[src/rtl/instr_fetch_regs_if.sv]
// Bus between the multicycle control/datapath and the fetch state registers.
// The master drives the enables, immediate select, memory word and next PC;
// the slave (instr_fetch_regs) returns architectural state and decoded fields.
interface instr_fetch_regs_if;
  // Control/datapath -> fetch registers
  logic        irwrite;
  logic        pcwrite;
  logic [1:0]  imm_source;
  logic [31:0] mem_rdata;
  logic [31:0] result;

  // Fetch registers -> control unit / register file / datapath
  logic [31:0] pc;
  logic [31:0] old_pc;
  logic [31:0] instr;
  logic [6:0]  opcode;
  logic [2:0]  funct3;
  logic        func7_bit5;
  logic [4:0]  rs1;
  logic [4:0]  rs2;
  logic [4:0]  rd;
  logic [31:0] imm_ext;
  logic        instr_valid;
  logic        misaligned;
  logic [31:0] retire_count;

  modport master (
    output irwrite, pcwrite, imm_source, mem_rdata, result,
    input  pc, old_pc, instr, opcode, funct3, func7_bit5, rs1, rs2, rd,
    input  imm_ext, instr_valid, misaligned, retire_count
  );

  modport slave (
    input  irwrite, pcwrite, imm_source, mem_rdata, result,
    output pc, old_pc, instr, opcode, funct3, func7_bit5, rs1, rs2, rd,
    output imm_ext, instr_valid, misaligned, retire_count
  );
endinterface

[src/rtl/instr_fetch_regs.sv]
// Architectural fetch state for the multicycle core: PC, old PC, instruction
// register, sticky misaligned-target flag and retired-write counter. Decoded
// fields and the immediate are combinational from the instruction register.
module instr_fetch_regs #(
  parameter logic [31:0] RESET_PC     = 32'h0000_0000,
  parameter logic [31:0] NOP_INSTR    = 32'h0000_0013,
  // Reset value of the retire counter; nonzero only to exercise wrap-around
  parameter logic [31:0] RETIRE_RESET = 32'h0000_0000
) (
  input  logic                  clk,
  input  logic                  reset,
  instr_fetch_regs_if.slave     bus
);

  localparam logic [1:0] ImmI = 2'b00;
  localparam logic [1:0] ImmS = 2'b01;
  localparam logic [1:0] ImmB = 2'b10;
  localparam logic [1:0] ImmJ = 2'b11;

  logic [31:0] pc_q, pc_d;
  logic [31:0] old_pc_q, old_pc_d;
  logic [31:0] instr_q, instr_d;
  logic        valid_q, valid_d;
  logic        misaligned_q, misaligned_d;
  logic [31:0] retire_q, retire_d;

  logic        target_aligned;
  logic        pc_accept;
  logic        pc_reject;
  logic        sign;
  logic [31:0] imm;

  // Classify a PC write: only word-aligned targets are accepted
  always_comb begin
    target_aligned = (bus.result[1:0] == 2'b00);
    pc_accept      = bus.pcwrite & target_aligned;
    pc_reject      = bus.pcwrite & ~target_aligned;
  end

  // Next-state for all fetch registers; old PC captures the pre-edge PC
  always_comb begin
    pc_d         = pc_q;
    old_pc_d     = old_pc_q;
    instr_d      = instr_q;
    valid_d      = valid_q;
    misaligned_d = misaligned_q;
    retire_d     = retire_q;

    if (bus.irwrite) begin
      instr_d  = bus.mem_rdata;
      old_pc_d = pc_q;
      valid_d  = 1'b1;
    end

    if (pc_accept) begin
      pc_d     = bus.result;
      retire_d = retire_q + 32'd1;  // wraps modulo 2^32
    end

    if (pc_reject) begin
      misaligned_d = 1'b1;
    end
  end

  // State registers with asynchronous active-low reset
  always_ff @(posedge clk or negedge reset) begin
    if (!reset) begin
      pc_q         <= RESET_PC;
      old_pc_q     <= RESET_PC;
      instr_q      <= NOP_INSTR;
      valid_q      <= 1'b0;
      misaligned_q <= 1'b0;
      retire_q     <= RETIRE_RESET;
    end else begin
      pc_q         <= pc_d;
      old_pc_q     <= old_pc_d;
      instr_q      <= instr_d;
      valid_q      <= valid_d;
      misaligned_q <= misaligned_d;
      retire_q     <= retire_d;
    end
  end

  // Sign-extended immediate, selected by format
  always_comb begin
    sign = instr_q[31];
    imm  = 32'h0000_0000;
    unique case (bus.imm_source)
      ImmI: imm = {{20{sign}}, instr_q[31:20]};
      ImmS: imm = {{20{sign}}, instr_q[31:25], instr_q[11:7]};
      ImmB: imm = {{19{sign}}, sign, instr_q[7], instr_q[30:25], instr_q[11:8], 1'b0};
      ImmJ: imm = {{11{sign}}, sign, instr_q[19:12], instr_q[20], instr_q[30:21], 1'b0};
      default: imm = 32'h0000_0000;
    endcase
  end

  // Drive state and decoded fields onto the bus
  always_comb begin
    bus.pc           = pc_q;
    bus.old_pc       = old_pc_q;
    bus.instr        = instr_q;
    bus.opcode       = instr_q[6:0];
    bus.funct3       = instr_q[14:12];
    bus.func7_bit5   = instr_q[30];
    bus.rs1          = instr_q[19:15];
    bus.rs2          = instr_q[24:20];
    bus.rd           = instr_q[11:7];
    bus.imm_ext      = imm;
    bus.instr_valid  = valid_q;
    bus.misaligned   = misaligned_q;
    bus.retire_count = retire_q;
  end

endmodule
[src/flat_wrapper.sv]
// flat-port wrapper written by rule: the top's interface ports become plain ports
module instr_fetch_regs_flat 
#(
  parameter logic [31:0] RESET_PC     = 32'h0000_0000,
  parameter logic [31:0] NOP_INSTR    = 32'h0000_0013,
                                                                            
  parameter logic [31:0] RETIRE_RESET = 32'h0000_0000
)
  (clk, reset, bus_irwrite, bus_pcwrite, bus_imm_source, bus_mem_rdata, bus_result, bus_pc, bus_old_pc, bus_instr, bus_opcode, bus_funct3, bus_func7_bit5, bus_rs1, bus_rs2, bus_rd, bus_imm_ext, bus_instr_valid, bus_misaligned, bus_retire_count);
  instr_fetch_regs_if bus_i ();
  input  logic clk;
  input  logic reset;
  input wire logic [$bits(bus_i.irwrite)-1:0] bus_irwrite;
  input wire logic [$bits(bus_i.pcwrite)-1:0] bus_pcwrite;
  input wire logic [$bits(bus_i.imm_source)-1:0] bus_imm_source;
  input wire logic [$bits(bus_i.mem_rdata)-1:0] bus_mem_rdata;
  input wire logic [$bits(bus_i.result)-1:0] bus_result;
  output wire logic [$bits(bus_i.pc)-1:0] bus_pc;
  output wire logic [$bits(bus_i.old_pc)-1:0] bus_old_pc;
  output wire logic [$bits(bus_i.instr)-1:0] bus_instr;
  output wire logic [$bits(bus_i.opcode)-1:0] bus_opcode;
  output wire logic [$bits(bus_i.funct3)-1:0] bus_funct3;
  output wire logic [$bits(bus_i.func7_bit5)-1:0] bus_func7_bit5;
  output wire logic [$bits(bus_i.rs1)-1:0] bus_rs1;
  output wire logic [$bits(bus_i.rs2)-1:0] bus_rs2;
  output wire logic [$bits(bus_i.rd)-1:0] bus_rd;
  output wire logic [$bits(bus_i.imm_ext)-1:0] bus_imm_ext;
  output wire logic [$bits(bus_i.instr_valid)-1:0] bus_instr_valid;
  output wire logic [$bits(bus_i.misaligned)-1:0] bus_misaligned;
  output wire logic [$bits(bus_i.retire_count)-1:0] bus_retire_count;
  assign bus_i.irwrite = bus_irwrite;
  assign bus_i.pcwrite = bus_pcwrite;
  assign bus_i.imm_source = bus_imm_source;
  assign bus_i.mem_rdata = bus_mem_rdata;
  assign bus_i.result = bus_result;
  assign bus_pc = bus_i.pc;
  assign bus_old_pc = bus_i.old_pc;
  assign bus_instr = bus_i.instr;
  assign bus_opcode = bus_i.opcode;
  assign bus_funct3 = bus_i.funct3;
  assign bus_func7_bit5 = bus_i.func7_bit5;
  assign bus_rs1 = bus_i.rs1;
  assign bus_rs2 = bus_i.rs2;
  assign bus_rd = bus_i.rd;
  assign bus_imm_ext = bus_i.imm_ext;
  assign bus_instr_valid = bus_i.instr_valid;
  assign bus_misaligned = bus_i.misaligned;
  assign bus_retire_count = bus_i.retire_count;
  instr_fetch_regs #(.RESET_PC(RESET_PC), .NOP_INSTR(NOP_INSTR), .RETIRE_RESET(RETIRE_RESET)) u_core (.clk(clk), .reset(reset), .bus(bus_i));
endmodule
[config.mk]
export PLATFORM = sky130hd
export DESIGN_NAME = instr_fetch_regs_flat
export DESIGN_NICKNAME = d
export VERILOG_FILES = /design/src/rtl/instr_fetch_regs_if.sv /design/src/rtl/instr_fetch_regs.sv /design/src/flat_wrapper.sv
export SDC_FILE = /design/constraint.sdc
export NUM_CORES = 1
export LEC_CHECK = 0
export ABC_AREA = 1
export CAP_MARGIN = 20
export CORE_AREA = 2 2 122 124
export CTS_CLUSTER_DIAMETER = 200
export CTS_CLUSTER_SIZE = 14
export DETAILED_ROUTE_END_ITERATION = 8
export DIE_AREA = 0 0 124 126
export PLACE_DENSITY = 0.79
export REMOVE_ABC_BUFFERS = 1
export SYNTH_ARGS = -nofsm -noshare
export SYNTH_HDL_FRONTEND = slang
export SYNTH_SLANG_ARGS = --single-unit
[constraint.sdc]
create_clock -name clk -period 1.5 [get_ports clk]
set_input_delay 0.3 -clock clk [delete_from_list [all_inputs] [get_ports clk]]
set_output_delay 0.3 -clock clk [all_outputs]
set_load 0.005 [all_outputs]
Word level (Yosys, flattened, before mapping)
Cells that the tools add are included.
{ "op_classes": {"n_addsub": 1, "n_eq_ne": 3, "n_mux": 1, "n_bitwise": 3, "reduce_logical": 2} }
{ "ops": {"columns": ["cell", "count"], "rows": [
  ["one-hot mux 32 bit (4 select lines)", 1],
  ["adder 32 x 1 -> 32 bit (second input constant)", 1],
  ["== test 2 bit (second input constant)", 2],
  ["logical NOT 2 bit", 2],
  ["bitwise AND 1 bit", 2],
  ["== test 2 x 1 -> 1 bit (second input constant)", 1],
  ["NOT 1 bit", 1]
]} }
{ "word_totals": {"register_bits": 130, "out_inout_bits": 188, "elab_cells": 16} }

Depth between registers and ports, before layout
{ "logic_depth": {"depth_word": 3, "ltp_mapped": 8, "ltp_nobuf": 8} }

Least setup slack after synthesis
Ideal clock, no wire load.
{ "synth_path": {"path_kind": "register -> register", "start": "register u_core.retire_q[1], in the netlist u_core.bus.retire_count[1]", "end": "register u_core.retire_q[20], in the netlist u_core.bus.retire_count[20]", "arrival_time_ns": 1.246, "t_required_ns": 1.378, "setup_slack_ns": 0.132, "path_stages_with_launch": 8, "path_cell_list": "dfrtp_1 -> ha_1 -> inv_1 -> nor2_4 -> nand3_4 -> nor2_4 -> nand2_1 -> xor2_1"} }
{ "synth_between": {"elab_chain_cells": 1} }
{ "synth_rtl": {"columns": ["item", "line", "text"], "rows": [
  ["start, declared", "instr_fetch_regs.sv:25", "logic [31:0] retire_q, retire_d;"],
  ["start signal, assigned", "instr_fetch_regs.sv:80", "retire_q <= retire_d;"],
  ["adder 32 x 1 -> 32 bit", "instr_fetch_regs.sv:57", "retire_d = retire_q + 32'd1;"]
]} }
No other way between the ends.
A chain may end at the register's enable or synchronous reset.

Final worst setup path
{ "layout_path": {"start": "register u_core.instr_q[31], in the netlist u_core.bus.instr[31]", "end": "output bus_imm_ext[13]"} }
{ "layout_between": {"elab_chain_cells": 1} }
{ "layout_rtl": {"columns": ["item", "line", "text"], "rows": [
  ["start, declared", "instr_fetch_regs.sv:22", "logic [31:0] instr_q, instr_d;"],
  ["start signal, assigned", "instr_fetch_regs.sv:77", "instr_q <= instr_d;"],
  ["one-hot mux 32 bit (4 select lines)", "instr_fetch_regs.sv:88", "unique case (bus.imm_source)"],
  ["end, declared", "flat_wrapper.sv:27", "output wire logic [$bits(bus_i.imm_ext)-1:0] bus_imm_ext;"]
]} }
No other way between the ends. The select of a mux whose other input is x is not followed.

==> metrics.log <==
[metrics] result of the run: finished, violations left
[metrics] violated checks: negative setup slack
[metrics] Final Worst Setup Slack: -0.120 ns
[metrics] standby leakage power: 0.00513 uW
[metrics] Worst-path clk slew: 0.06 ns
[metrics] DRT antenna net count: 0
[metrics] y dimension of the die: 126 um
[metrics] multi-input logic area: 0.00217 mm^2
[metrics] post-route non-filler standard cell count: 1,200
[metrics] Syn Std Cell Area: 0.00586 mm^2
[metrics] worst setup slack for register-to-register paths: 0 ns
[metrics] count of flip-flops with a built-in enable after synthesis: 0
[metrics] Total Wirelength: 18,400 um
[metrics] vias in the first global route: 5,529
[metrics] proportion of layout cells with a drive suffix above 1: 0.240
[metrics] pre-CTS setup slack: -0.725 ns
[metrics] Yosys warning count: 0
[metrics] Final Slew Violations: 0
[metrics] sequential cell area: 0.00327 mm^2
[metrics] die extent in x: 124 um
[metrics] number of antenna violations at the first check in global routing: 0
[metrics] largest net degree at the start of global routing: 52
[metrics] row count: 44
[metrics] DP Wirelength: 12,300 um
[metrics] Starting Density: 0.410
[metrics] measured slew at the worst slew-check pin: 0.383 ns
[metrics] CTS tree: yes
[metrics] primary flip-flop cell chosen by synthesis mapping: sky130_fd_sc_hd__dfrtp_1
[metrics] Clock Sinks: 130
[metrics] H-tree Lvls: 4
[metrics] Num CTS Buffers: 17
[metrics] Cell Count Post-Placement: 1,096
[metrics] Max Fclk: 0.617 GHz
[metrics] Mapped Cells: 687
[metrics] # setup viols final: 12
[metrics] number of distinct library cells after synthesis: 28
[metrics] global-route congestion overflow total: 0
[metrics] proportion of register bits with asynchronous set or reset after synthesis: 1.00
[metrics] Slew HR: 0.743
[metrics] setup repair after global routing missed its margin: yes
[metrics] worst reg2reg path depth: 8
[metrics] Arrival @ worst endpoint: 1.32 ns
[metrics] type of origin of the critical path: flip-flop
[metrics] Total Die Area: 0.0156 mm^2
[metrics] Setup Skew: 0.00392 ns
[metrics] post-DR vias/cell: 4.75
[metrics] Seq cells post-synth: 130
[metrics] number of antenna repair diodes: 0
[metrics] Synth area leader: sky130_fd_sc_hd__dfrtp_1
[metrics] endpoint required time on the critical path: 1.20 ns
[metrics] HP Start: bus_irwrite
[metrics] global-route wire length before repair: 28,500 um
[metrics] biggest fanout along the worst timing path: 7
[metrics] area share of the leading cell type in the synthesized netlist: 0.542
[metrics] Final period util: 1.08
[metrics] Tmin final: 1.62 ns
[metrics] net count of the finished layout: 1,074
[metrics] leading cell types by total area after synthesis: sky130_fd_sc_hd__dfrtp_1 54%, sky130_fd_sc_hd__nand2_1 20%, sky130_fd_sc_hd__buf_4 5.6%
[metrics] Peak supply drop: 0.663 mV
[metrics] vias after detailed routing: 5,701
[metrics] CTS Root Buffer Type: sky130_fd_sc_hd__clkbuf_16
[metrics] fillers: 1,148
[metrics] cell depth of the worst hold path: 3
[metrics] kind of end point of the critical path: primary output
[metrics] average size of a mapped cell: 8.53 um^2
[metrics] sum of internal, switching and leakage power: 10,900 uW
[metrics] type of the worst setup path: flip-flop to primary output
[metrics] power density cells: 1140 mW/mm^2
[metrics] startpoint of the lowest-slack register-to-register path: u_core.bus.retire_count[1]
[metrics] global router's overall resource usage: 0.239
[metrics] detailed-route DRC error count: 0
[metrics] Min-Delay Endpoint: u_core.bus.old_pc[30]
[metrics] clock latency reported for the late side of the worst-skew pair: 0.41 ns
[metrics] drt first-iter violations: 318
[metrics] count of input and output buffers: 257
[metrics] clock tree buffer depth: 2
[metrics] sequential element share of the synthesized area: 0.556
[metrics] commonest non-fill, non-tap cells in the layout: 310 x sky130_fd_sc_hd__nand2_1, 132 x sky130_fd_sc_hd__dlygate4sd2_1, 114 x sky130_fd_sc_hd__dfrtp_1, 87 x sky130_fd_sc_hd__buf_4, 65 x sky130_fd_sc_hd__clkdlybuf4s50_1
[metrics] most common library cell in the layout ignoring fill and taps: sky130_fd_sc_hd__nand2_1
[metrics] Floorplan Core Area: 0.0143 mm^2
[metrics] max capacitance violation total: 0
[metrics] post-DR wirelength/cell: 15.4 um
[metrics] Tightest Hold Check Type: input port to flip-flop
[metrics] GP Congestion: 0.863
[metrics] I/O pin count: 258
[metrics] Final Hold Fails: 0
[metrics] detailed-routing iteration count for the pre-antenna-repair pass: 5
[metrics] Worst R2R End: u_core.bus.retire_count[12]
[metrics] area overhead of the layout relative to synthesis: 63.5%
synthesized netlist by cell type, types with 3 or more instances:
library cell and instances:
sky130_fd_sc_hd__inv_1 41, sky130_fd_sc_hd__buf_4 44, sky130_fd_sc_hd__nand3_1 17, sky130_fd_sc_hd__o21ai_0 31, sky130_fd_sc_hd__nand4_1 12, sky130_fd_sc_hd__clkbuf_1 12, sky130_fd_sc_hd__xnor2_1 10, sky130_fd_sc_hd__dfrtp_1 127
sky130_fd_sc_hd__nor2_2 4, sky130_fd_sc_hd__nor2_1 22, sky130_fd_sc_hd__nor3_1 4, sky130_fd_sc_hd__nor2_4 6, sky130_fd_sc_hd__xor2_1 13, sky130_fd_sc_hd__buf_2 8, sky130_fd_sc_hd__nand2_2 3, sky130_fd_sc_hd__dfstp_2 3
sky130_fd_sc_hd__nand2_1 317
cells by family (layout without fill, tap and decap cells):
family / Yosys count / in the layout / share of synthesized area
xor gates and xnor gates: 23 / 23 / 0.0344
DFF: 130 / 130 / 0.556
buffers and inverters: 108 / 437 / 0.100
and+or+nand+nor: 392 / 392 / 0.279
AOI/OAI and AO/OA: 33 / 33 / 0.0286
adders and majority gates: 1 / 1 / 0.00213
critical path, stage by stage, from the launching register on:
cell,delay (ns)
sky130_fd_sc_hd__dfrtp_2,0.44
sky130_fd_sc_hd__buf_6,0.14
sky130_fd_sc_hd__nand2_8,0.07
sky130_fd_sc_hd__buf_6,0.10
sky130_fd_sc_hd__o21ai_2,0.04
sky130_fd_sc_hd__buf_2,0.12
per-layer routing:
| metal | global-route usage | wire length, um | vias up | share of wire |
|---|---|---|---|---|
| met5 | 0 | 0 | - | 0 |
| met4 | 0.115 | 577 | 0 | 0.031 |
| met3 | 0.0725 | 1710 | 44 | 0.093 |
| met2 | 0.402 | 9290 | 261 | 0.50 |
| met1 | 0.277 | 6860 | 2680 | 0.37 |
| li1 | - | - | 2716 | - |
cell type report:
type                       count  area share
sequential                   130       0.341
tap                          184      0.0240
clock inverter                15      0.0218
multi-input combinational    449       0.226
inverter                      43      0.0171
clock buffer                  17      0.0444
timing repair buffer         362       0.325
state kept, by name, summed over array words and instances, names as in the netlist:
signal,count
u_core.bus.instr_valid,1
u_core.bus.misaligned,1
u_core.bus.retire_count,32
u_core.bus.instr,32
u_core.bus.old_pc,32
u_core.bus.pc,32
repair_timing:
item                                   4_1_cts  5_1_grt
hold buffers                                 1        0
pin swaps                                    3       11
gates cloned                                 1        0
setup endpoints to repair                  188       56
buffers inserted                            67        6
resized for setup                          333       65
endpoints found under the hold margin       14        0
where the power goes:
part           internal [uW]  switching, uW  total [uW]
registers               3930            266        4190
clock network           2800           1590        4390
logic                   1280           1060        2340
how the worst max path moves through the flow:
stage | startpoint | endpoint | cells past startpoint | slack, ns
floorplan | bus_result[1] | u_core.bus.retire_count[30] | 8 | -0.37
global placement | bus_imm_source[1] | bus_imm_ext[1] | 6 | -0.70
detailed placement | bus_imm_source[1] | bus_imm_ext[1] | 6 | -0.72
CTS | u_core.bus.instr[31] | bus_imm_ext[13] | 5 | -0.16
global route | u_core.bus.instr[20] | bus_imm_ext[11] | 6 | -0.18
finish | u_core.bus.instr[31] | bus_imm_ext[13] | 5 | -0.12
through the flow:
step / util / TNS, ns / cell area (um^2) / hold slack (ns)
after floorplan: - / -2.79 / 5440 / 0.00441
after global placement: 0.595 / -13.01 / 8520 / 0.195
after detailed placement: 0.595 / -14.74 / 8520 / 0.194
after CTS: 0.665 / -1.01 / 9510 / 0.227
after global routing: 0.670 / -1.55 / 9590 / 0.267
final: 0.670 / -0.638 / 9590 / 0.262
Note: power is estimated with default switching activity, not from simulation.
